File: src/rtl/jojo_hit_manager.sv
// -----------------------------------------------------------------------------
// jojo_hit_manager
//
// Player-side hit handling for JOJO. Every clock the enemy sprite boxes are
// tested against JOJO's box. The result is registered into an overlap vector.
// A small FSM consumes that vector to apply damage, run the post-hit
// invincibility/blink window, track hit points and flag game over.
//
// Optional feature (compile-time macro):
//   JOJO_HP_REGEN_EN - when defined, JOJO regains one hit point per
//                      REGEN_CYCLES clocks spent in ALIVE below HP_MAX.
//                      When undefined there is no regen logic at all.
//
// Ports:
//   clk          in   system clock
//   reset_n      in   asynchronous active-low reset
//   jojo_x/y     in   JOJO top-left corner (10 bit each)
//   enemy_x/y    in   packed enemy top-left corners, enemy i at [10i+9:10i]
//   enemy_on     in   per-enemy active flag; an inactive enemy never hits
//   restart      in   single-cycle request to start a new life
//   hp           out  current hit points (0..HP_MAX)
//   hit_pulse    out  one-cycle strobe when damage is applied
//   hit_index    out  enemy that caused the most recent hit
//   invuln       out  high while in HURT
//   jojo_visible out  draw enable for the pixel mux (blinks while hurt)
//   game_over    out  high while in DEAD
//   state_dbg    out  raw FSM state (ALIVE=0, HURT=1, DEAD=2) for observation
//
// Timing: inputs sampled at edge k land in the overlap register. At edge k+1
// the FSM acts on that register. A hit therefore shows on hit_pulse two edges
// after the stimulus was presented.
// -----------------------------------------------------------------------------
module jojo_hit_manager #(
  parameter int N_ENEMY       = 4,
  parameter int T_W           = 32,
  parameter int HP_MAX        = 5,
  parameter int INVULN_CYCLES = 50000000,
  parameter int BLINK_CYCLES  = 2500000,
  parameter int REGEN_CYCLES  = 200000000,
  localparam int IDX_W        = (N_ENEMY > 1) ? $clog2(N_ENEMY) : 1
) (
  input  logic                   clk,
  input  logic                   reset_n,
  input  logic [9:0]             jojo_x,
  input  logic [9:0]             jojo_y,
  input  logic [10*N_ENEMY-1:0]  enemy_x,
  input  logic [10*N_ENEMY-1:0]  enemy_y,
  input  logic [N_ENEMY-1:0]     enemy_on,
  input  logic                   restart,
  output logic [3:0]             hp,
  output logic                   hit_pulse,
  output logic [IDX_W-1:0]       hit_index,
  output logic                   invuln,
  output logic                   jojo_visible,
  output logic                   game_over,
  output logic [1:0]             state_dbg
);

  // Counter widths sized to hold (CYCLES-1).
  localparam int INV_W   = (INVULN_CYCLES > 1) ? $clog2(INVULN_CYCLES) : 1;
  localparam int BLINK_W = (BLINK_CYCLES > 1) ? $clog2(BLINK_CYCLES) : 1;

  localparam logic [3:0]         HP_INIT   = 4'(HP_MAX);
  localparam logic [10:0]        TW11      = 11'(T_W);
  localparam logic [INV_W-1:0]   INV_LAST  = INV_W'(INVULN_CYCLES - 1);
  localparam logic [BLINK_W-1:0] BLINK_LAST = BLINK_W'(BLINK_CYCLES - 1);

  // Elaboration-time guard on the parameter ranges the logic relies on.
  if (N_ENEMY < 1 || HP_MAX < 1 || HP_MAX > 15 || INVULN_CYCLES < 1 ||
      BLINK_CYCLES < 1 || REGEN_CYCLES < 1) begin : g_bad_params
    $error("jojo_hit_manager: parameter out of range");
  end

  typedef enum logic [1:0] {
    ST_ALIVE = 2'd0,
    ST_HURT  = 2'd1,
    ST_DEAD  = 2'd2
  } state_t;

  // ---------------------------------------------------------------------------
  // Overlap stage
  // ---------------------------------------------------------------------------
  logic [N_ENEMY-1:0] ov_q;
  logic [N_ENEMY-1:0] ov_d;

  // All coordinates are widened to 11 bits before adding T_W. Boxes near the
  // right/bottom edge therefore never wrap into a false contact. Strict '<'
  // means touching edges do not count as contact.
  always_comb begin
    logic [10:0] jx;
    logic [10:0] jy;
    logic [10:0] ex;
    logic [10:0] ey;
    jx   = {1'b0, jojo_x};
    jy   = {1'b0, jojo_y};
    ex   = '0;
    ey   = '0;
    ov_d = '0;
    for (int i = 0; i < N_ENEMY; i++) begin
      ex = {1'b0, enemy_x[10*i +: 10]};
      ey = {1'b0, enemy_y[10*i +: 10]};
      ov_d[i] = enemy_on[i] &&
                (jx < ex + TW11) && (ex < jx + TW11) &&
                (jy < ey + TW11) && (ey < jy + TW11);
    end
  end

  // Lowest-index overlapping enemy wins; only one hit is taken per cycle.
  logic             any_ov;
  logic [IDX_W-1:0] win_idx;

  always_comb begin
    any_ov  = |ov_q;
    win_idx = '0;
    for (int i = N_ENEMY - 1; i >= 0; i--) begin
      if (ov_q[i]) win_idx = IDX_W'(i);
    end
  end

  // ---------------------------------------------------------------------------
  // FSM and datapath registers
  // ---------------------------------------------------------------------------
  state_t             state_q,   state_d;
  logic [3:0]         hp_q,      hp_d;
  logic               pulse_q,   pulse_d;
  logic [IDX_W-1:0]   idx_q,     idx_d;
  logic               vis_q,     vis_d;
  logic [INV_W-1:0]   inv_q,     inv_d;
  logic [BLINK_W-1:0] blink_q,   blink_d;
`ifdef JOJO_HP_REGEN_EN
  localparam int REGEN_W = (REGEN_CYCLES > 1) ? $clog2(REGEN_CYCLES) : 1;
  localparam logic [REGEN_W-1:0] REGEN_LAST = REGEN_W'(REGEN_CYCLES - 1);
  logic [REGEN_W-1:0] regen_q,   regen_d;
`endif

  always_ff @(posedge clk or negedge reset_n) begin
    if (!reset_n) begin
      state_q <= ST_ALIVE;
      hp_q    <= HP_INIT;
      pulse_q <= 1'b0;
      idx_q   <= '0;
      vis_q   <= 1'b1;
      inv_q   <= '0;
      blink_q <= '0;
      ov_q    <= '0;
`ifdef JOJO_HP_REGEN_EN
      regen_q <= '0;
`endif
    end else begin
      state_q <= state_d;
      hp_q    <= hp_d;
      pulse_q <= pulse_d;
      idx_q   <= idx_d;
      vis_q   <= vis_d;
      inv_q   <= inv_d;
      blink_q <= blink_d;
      ov_q    <= ov_d;
`ifdef JOJO_HP_REGEN_EN
      regen_q <= regen_d;
`endif
    end
  end

  always_comb begin
    state_d = state_q;
    hp_d    = hp_q;
    pulse_d = 1'b0;
    idx_d   = idx_q;
    vis_d   = vis_q;
    inv_d   = inv_q;
    blink_d = blink_q;
`ifdef JOJO_HP_REGEN_EN
    regen_d = regen_q;
`endif

    if (restart) begin
      // restart takes priority over any hit seen this cycle; hit_index is kept.
      state_d = ST_ALIVE;
      hp_d    = HP_INIT;
      vis_d   = 1'b1;
      inv_d   = '0;
      blink_d = '0;
`ifdef JOJO_HP_REGEN_EN
      regen_d = '0;
`endif
    end else begin
      unique case (state_q)
        ST_ALIVE: begin
          if (any_ov) begin
            pulse_d = 1'b1;
            idx_d   = win_idx;
`ifdef JOJO_HP_REGEN_EN
            regen_d = '0;
`endif
            if (hp_q <= 4'd1) begin
              state_d = ST_DEAD;
              hp_d    = '0;
            end else begin
              state_d = ST_HURT;
              hp_d    = hp_q - 4'd1;
              inv_d   = INV_LAST;
              blink_d = '0;
              vis_d   = 1'b0;
            end
          end
`ifdef JOJO_HP_REGEN_EN
          else if (hp_q < HP_INIT) begin
            if (regen_q == REGEN_LAST) begin
              hp_d    = hp_q + 4'd1;
              regen_d = '0;
            end else begin
              regen_d = regen_q + 1'b1;
            end
          end else begin
            regen_d = '0;
          end
`endif
        end

        ST_HURT: begin
`ifdef JOJO_HP_REGEN_EN
          regen_d = '0;
`endif
          if (inv_q == '0) begin
            // Window over: back to ALIVE, where overlap is evaluated again
            // on the very next edge.
            state_d = ST_ALIVE;
            vis_d   = 1'b1;
            blink_d = '0;
          end else begin
            inv_d = inv_q - 1'b1;
            if (blink_q == BLINK_LAST) begin
              blink_d = '0;
              vis_d   = ~vis_q;
            end else begin
              blink_d = blink_q + 1'b1;
            end
          end
        end

        ST_DEAD: begin
          hp_d  = '0;
          vis_d = 1'b1;
`ifdef JOJO_HP_REGEN_EN
          regen_d = '0;
`endif
        end

        default: begin
          state_d = ST_ALIVE;
          vis_d   = 1'b1;
        end
      endcase
    end
  end

  assign hp           = hp_q;
  assign hit_pulse    = pulse_q;
  assign hit_index    = idx_q;
  assign jojo_visible = vis_q;
  assign invuln       = (state_q == ST_HURT);
  assign game_over    = (state_q == ST_DEAD);
  assign state_dbg    = state_q;

endmodule

File: config.mk
export PLATFORM = sky130hd
export DESIGN_NAME = jojo_hit_manager
export DESIGN_NICKNAME = d
export VERILOG_FILES = /design/src/rtl/jojo_hit_manager.sv
export SDC_FILE = /design/constraint.sdc
export NUM_CORES = 1
export LEC_CHECK = 0
export ABC_AREA = 1
export BUFFER_PORTS_ARGS = -buffer_cell sky130_fd_sc_hd__buf_4
export CORE_MARGIN = 2
export CORE_UTILIZATION = 29
export DETAILED_ROUTE_END_ITERATION = 8
export PLACE_DENSITY_LB_ADDON = 0.3
export SYNTH_ARGS = -nofsm -noshare
export SYNTH_HDL_FRONTEND = slang
export SYNTH_SLANG_ARGS = --single-unit
File: constraint.sdc
create_clock -name clk -period 1.67 [get_ports clk]
set_input_delay 0.334 -clock clk [delete_from_list [all_inputs] [get_ports clk]]
set_output_delay 0.334 -clock clk [all_outputs]
set_load 0.02 [all_outputs]
==> results.md, run 1 <==
* Largest net degree at the start of global routing at 30
* Final slew viol count at 0
* Max VDD drop at around 630 µV
* Die ar. at a little under 30000 µm²
* Failing checks: setup timing
* Register-to-Register Path Depth at 12
* Post-synth top flop: dfrtp_1
* Average cell area after synthesis at 6.87 µm²
* EDFF count, synth at 0
* Internal at just over 6 mW
* Layout area overhead at 41.2%
* Synth Area in Simple Gates at roughly a third
* Crit-path max FO at 5
* Startpoint types: register
* Sequential power share at approximately a fifth
* TritonCTS Buffers at 9
* P per Cell Area at ~970 nW/µm²
* Top Family by Delay on Critical Path: flip-flops
* Seq/Total Area, Yosys at 18.9%
* Clk pin slew, worst setup/hold paths at approximately 60 ps
* H-tree depth at 3
* Drt wl/cell at ~13 µm
* Clock sink total at 62
* Worst path depth at 12
* Slack of the worst reg-to-reg path at -180 ps
* I/O Buffers at between 100 and 150
* Area fraction of the dominant cell type after synthesis at 22.8%
* Comb pwr share at between 60 and 70%
* Largest family of logic cells by synthesized area: simple AND/OR/NAND/NOR gates
* Total gr overflow at 0
* GPL Wtd Cong at between 0.8 and 0.9
* Row count at 61
* Setup ws final at -181 ps
* Crit path kind: register to register
* Synthesized flop and latch total at 62
* Switching Power at a little over 5 mW
* Tcrit/Tclk final at 111%
* Mux share of post-synthesis cell area at less than 1%
* Synthesis warning total at 0
* Tot Pwr at about 11 mW
* Via/cell ratio at about 4.6
* Die Ht at between 150 and 200 µm
* Synth Area in Compound Gates at 11.2%
* HP Class: primary input to register
* Worst slew margin at about 65%
* Total GRT Usage at between 10% and 20%
* Fin crit period at between 1500 and 2000 ps
* Synth top cells by count: nand2_1, inv_1, ha_1, nor2_1, nand3_1
* Post-synth top area cell: ha_1
* Maximum operating frequency at approximately 540 MHz
* Clock buffer depth at 2
* Leakage power at ~6.2 nW
* Residual DRC at 0
* Drt total wl at 24.8 mm
* Max stage delay cell, worst path: dfstp_2
* Clock network fraction of total power at 16.3%
* Ant diodes at 0
* Root buf cell: clkbuf_16
* Die Wd at roughly 170 µm
* Run status: finished with violations
* FFs w/ async S/R, synth at 100%
* Vias in the first global route at 8504
* Initial DRT Pass Iterations at 5
* Synth Instances at between 1000 and 1500
* Main area contributors after synthesis: ha_1, dfrtp_1, nand2_1
* RSZ-0062 raised after global routing: true
* Clock skew at between 10 and 15 ps
* Antenna violations before repair at 0
* Nets at approximately 1700
* Share of layout cells above drive strength 1 at about 29%
* Synth Area in Adders at between 20% and 30%
* Hold WS at 376 ps
* Least-Margin Pin Slew at between 500 and 600 ps
* Crit-path max cell delay at 560 ps
* Critical Path End Type: register
* Setup Viol. Count Final at 44
* Worst Path Required at between 1500 and 2000 ps
* WP buf/inv at 4
* Sw frac at 45.1%
* Net Count, Synth at 1453
* Fin. Hold Viols at 0
* DRT iter0 DRCs at around 390
* Clock Latency Late Sink at approximately 350 ps
* Worst Hold Depth at 5
* Cell variety after synth at 46
* XOR/XNOR Fraction of Synth Area at under 10%
* CTS tree: built
* Max_cap viols at 0
* Core area at 27900 µm²
* Initial Utilization at between 20% and 30%
* Top-count cell post-synth: nand2_1
* # IOs at roughly 120
* Via count at between 8000 and 9000
* Mapped cell area at between 8000 and 9000 µm²
* Worst EP arrival at approximately 2100 ps
* HPWL Detailed at approximately 20 mm
* Critical-path cell list: inv_2, ha_4, nor2_4, nor2_2, nand2_2, nand2_4, nor2_4, buf_6, buf_4, buf_6, nand2_1, o21ai_1
* Global-route wire length before repair at slightly above 40 mm
* Antenna Nets Post-Route at 0
layout by cell type, fill, tap and decap left out, drive strengths merged, types with 9 or more instances in the layout:
master  synthesis  routed
o21ai          57      57
ha            150     150
o21a           11      11
nand2         310     315
buf            11     284
nor3           12      12
nand4          30      30
xor2           25      25
xnor2          17      17
nand3          88      88
dfrtp          59      59
clkbuf          0      10
nor2          158     158
a21oi          75      75
a21o            9       9
inv           160     163
nand3b         11      11
cells by family (layout without fill, tap and decap cells):
family	Yosys count	after routing
AND/OR/NAND/NOR	612	617
XOR/XNOR	42	42
multiplexers	1	1
buffers and inverters	171	462
flip-flops	62	62
AO/OA/AOI/OAI	158	158
adder cells (fa/ha/maj)	150	150
timing repair:
item                                    4_1_cts  5_1_grt
setup buffers                                 4        8
hold buffers                                  1        0
resized for setup                            26       49
gates cloned                                  4        3
pin swaps                                    17       23
hold endpoints to repair                     18        0
endpoints found under the setup margin       49       58
through the flow:
step | std cells | cell area (µm²) | setup WS, ps | utilization (%) | TNS (ps)
6_report | 1870 | 11600 | -181 | 41.7 | -4000
3_5_place_dp | 1834 | 10800 | -252 | 38.8 | -7180
4_1_cts | 1859 | 11300 | -142 | 40.5 | -3680
2_1_floorplan | 1196 | 8340 | -105 | - | -1690
3_3_place_gp | 1834 | 10800 | -236 | 38.8 | -5920
5_1_grt | 1870 | 11600 | -270 | 41.7 | -8130
final cells by class:
| type | instances | area, µm² |
|---|---|---|
| fill | 2904 | 16300 |
| multi-input combinational | 968 | 6410 |
| timing repair buffer | 286 | 2280 |
| sequential | 62 | 1560 |
| inverter | 160 | 608 |
| tap | 378 | 473 |
| clock buffer | 9 | 225 |
| clock inverter | 7 | 56.3 |
power by group through the flow:
| stage | clock, mW | sequential (mW) | combinational (mW) |
|---|---|---|---|
| final | 1.83 | 2.18 | 7.24 |
| after global routing | 1.96 | 2.23 | 8.02 |
| after CTS | 1.89 | 2.17 | 6.69 |
| after detailed placement | 0 | 2.22 | 6.20 |
| after global placement | 0 | 2.22 | 6.09 |
| after floorplan | 0 | 2.32 | 3.63 |
sequential cells by signal, indices dropped and copies added, names as in the netlist:
signal and cells:
jojo_visible 1, state_dbg 2, blink_q 22, hit_index 2, ov_q 4, inv_q 26, hit_pulse 1, hp 4
final timing paths:
check / startpoint / end
max: hp[0] / blink_q[1]
min: enemy_on[2] / ov_q[2]
max reg2reg: hp[0] / blink_q[1]
min reg2reg: hp[2] / hp[2]
max in group asynchronous: reset_n / jojo_visible
min in group asynchronous: reset_n / inv_q[20]
metal layers:
metal  global-route usage (%)  routed length, µm
met3                     2.63               1050
met5                        0                  0
met4                     3.87                383
met1                     22.1              11400
met2                     29.9              12000
tightest hold or removal path, stage by stage:
cell and delay, ps:
buf_4 120, nand3_1 70, nor2_1 40, nand3_1 70, nor2_1 40
No activity file was read; power rests on OpenSTA's default activity.
==> run 2: changes to the inputs <==
Settings changed: CORE_UTILIZATION 29 to 40, MAX_ROUTING_LAYER set to met4.
==> results.md, run 2 (synthesis results as in run 1) <==
* Commonest non-fill, non-tap cell in the layout: nand2_1
* HPWL Detailed at ~19 mm
* Maximum operating frequency at between 500 and 600 MHz
* Layout area overhead at 36.9%
* Setup Viol. Count Final at 40
* Setup_tns at -3170 ps
* Residual DRC at 0
* # IOs at 119
* Core area at around 20000 µm²
* Leakage power at 6.00 nW
* Vias in the first global route at 8175
* Worst path depth at 12
* Drt total wl at approximately 23 mm
* Die Wd at roughly 150 µm
* WP buf/inv at 3
* Via count at between 8000 and 9000
* Run status: finished with violations
* I/O Buffers at approximately 120
* Share of layout cells above drive strength 1 at between 20 and 30%
* Crit-path max FO at 12
* Die Ht at between 100 and 150 µm
* Crit path kind: register to register
* Root buf cell: clkbuf_16
* Tot Pwr at roughly 11 mW
* Setup ws final at -145 ps
* Critical-path cell list: inv_2, ha_4, nor2_4, nor2_2, nand2_2, nand2_4, nor2_4, buf_4, nand2_4, buf_12, nand2_2, o21ai_2
* Nets at 1724
* Worst slew margin at 69.8%
* Worst EP arrival at between 2000 and 2500 ps
* Max_cap viols at 0
* P per Cell Area at a little under 1000 nW/µm²
* Max VDD drop at 637 µV
* Critical Path End Type: register
* Worst Path Required at roughly 1900 ps
* Antenna violations before repair at 0
* TritonCTS Buffers at 9
* Hold WS at approximately 380 ps
* Clock skew at about 7.8 ps
* Antenna Nets Post-Route at 0
* Fin. Hold Viols at 0
* Clock Latency Late Sink at approximately 350 ps
* Global-route wire length before repair at roughly 38 mm
* DRT iter0 DRCs at between 400 and 500
* Total gr overflow at 0
* Drt wl/cell at about 13 µm
* Final slew viol count at 0
* Max stage delay cell, worst path: dfstp_2
* Total GRT Usage at about 22%
* Most flop-heavy register: inv_q
* HP Class: primary input to register
* Startpoint types: register
* Least-Margin Pin Slew at about 450 ps
* Failing checks: setup timing
* GPL Wtd Cong at a little over 0.9
* Row count at 52
* Ant diodes at 0
* Clock buffer depth at 2
* Top Family by Delay on Critical Path: simple AND/OR/NAND/NOR gates
* Clk pin slew, worst setup/hold paths at ~60 ps
* Initial DRT Pass Iterations at 4
* RSZ-0062 raised after global routing: true
* DP Area at roughly 10000 µm²
* Fin crit period at roughly 1800 ps
* H-tree depth at 3
* Via/cell ratio at between 4 and 5
* Largest net degree at the start of global routing at 37
* CTS tree: built
* Clock sink total at 62
* Register-to-Register Path Depth at 12
* Die ar. at between 20000 and 25000 µm²
* Most frequent cells in the layout: nand2_1, buf_4, inv_1
* Cell area after layout at about 11000 µm²
* Largest registers: inv_q x26, blink_q x22
* Tcrit/Tclk final at 109%
* Largest register FFs at 26
* Crit-path max cell delay at around 540 ps
* Worst Hold Depth at 5
* Initial Utilization at 40.8%
## run 2: changes by cell type in the layout (fill, tap and decap cells not counted), sizes merged
cell	before	now
clkinvlp	1	0
inv	163	160
nand2	315	312
buf	284	268
clkbuf	10	16
clkinv	3	0
## run 2: repair_timing
item,in CTS,in global routing
cloned,2,2
gates resized for setup,30,53
buffers inserted,9,14
pin swaps,16,27
setup endpoints to repair,41,54
hold endpoints to repair,24,0
hold buffers,1,0
## run 2: routing by layer
layer,vias up,track usage [%],wire (µm)
li1,4461,-,-
met1,3919,27.3,10400
met2,177,37.9,11300
met3,34,2.30,850
met4,0,5.53,476
met5,-,-,0
## run 2: worst paths after layout
kind,startpoint,end,slack [ps]
worst max-delay path,hp[0],inv_q[16],-150
worst min-delay path,enemy_on[2],ov_q[2],380
worst max register to register,hp[0],inv_q[16],-150
worst min register to register,hp[2],hp[2],490
max in group asynchronous,reset_n,jojo_visible,600
min in group asynchronous,reset_n,inv_q[13],480
## run 2: layout make-up
type / count / area [µm²]
fill: 1966 / 8920
multi-input combinational: 965 / 6340
timing repair buffer: 269 / 2120
sequential: 62 / 1560
inverter: 160 / 606
tap: 270 / 338
clock buffer: 16 / 282
## run 2: power by group
group / switching (mW) / internal [mW]
registers: 0.332 / 1.90
logic: 3.89 / 3.16
clock network: 0.683 / 1.13
## run 2: worst min-delay path, cell delays in order
cell	delay [ps]
buf_4	120
nand3_1	80
nor2_1	50
nand3_1	80
nor2_1	40
## run 2: per-stage QoR
step,setup slack (ps),utilization (%),cells
6_report,-145,55.8,1742
3_3_place_gp,-225,51.8,1699
4_1_cts,-79.2,54.3,1727
2_1_floorplan,-105,-,1196
3_5_place_dp,-266,51.8,1699
5_1_grt,-215,55.8,1742
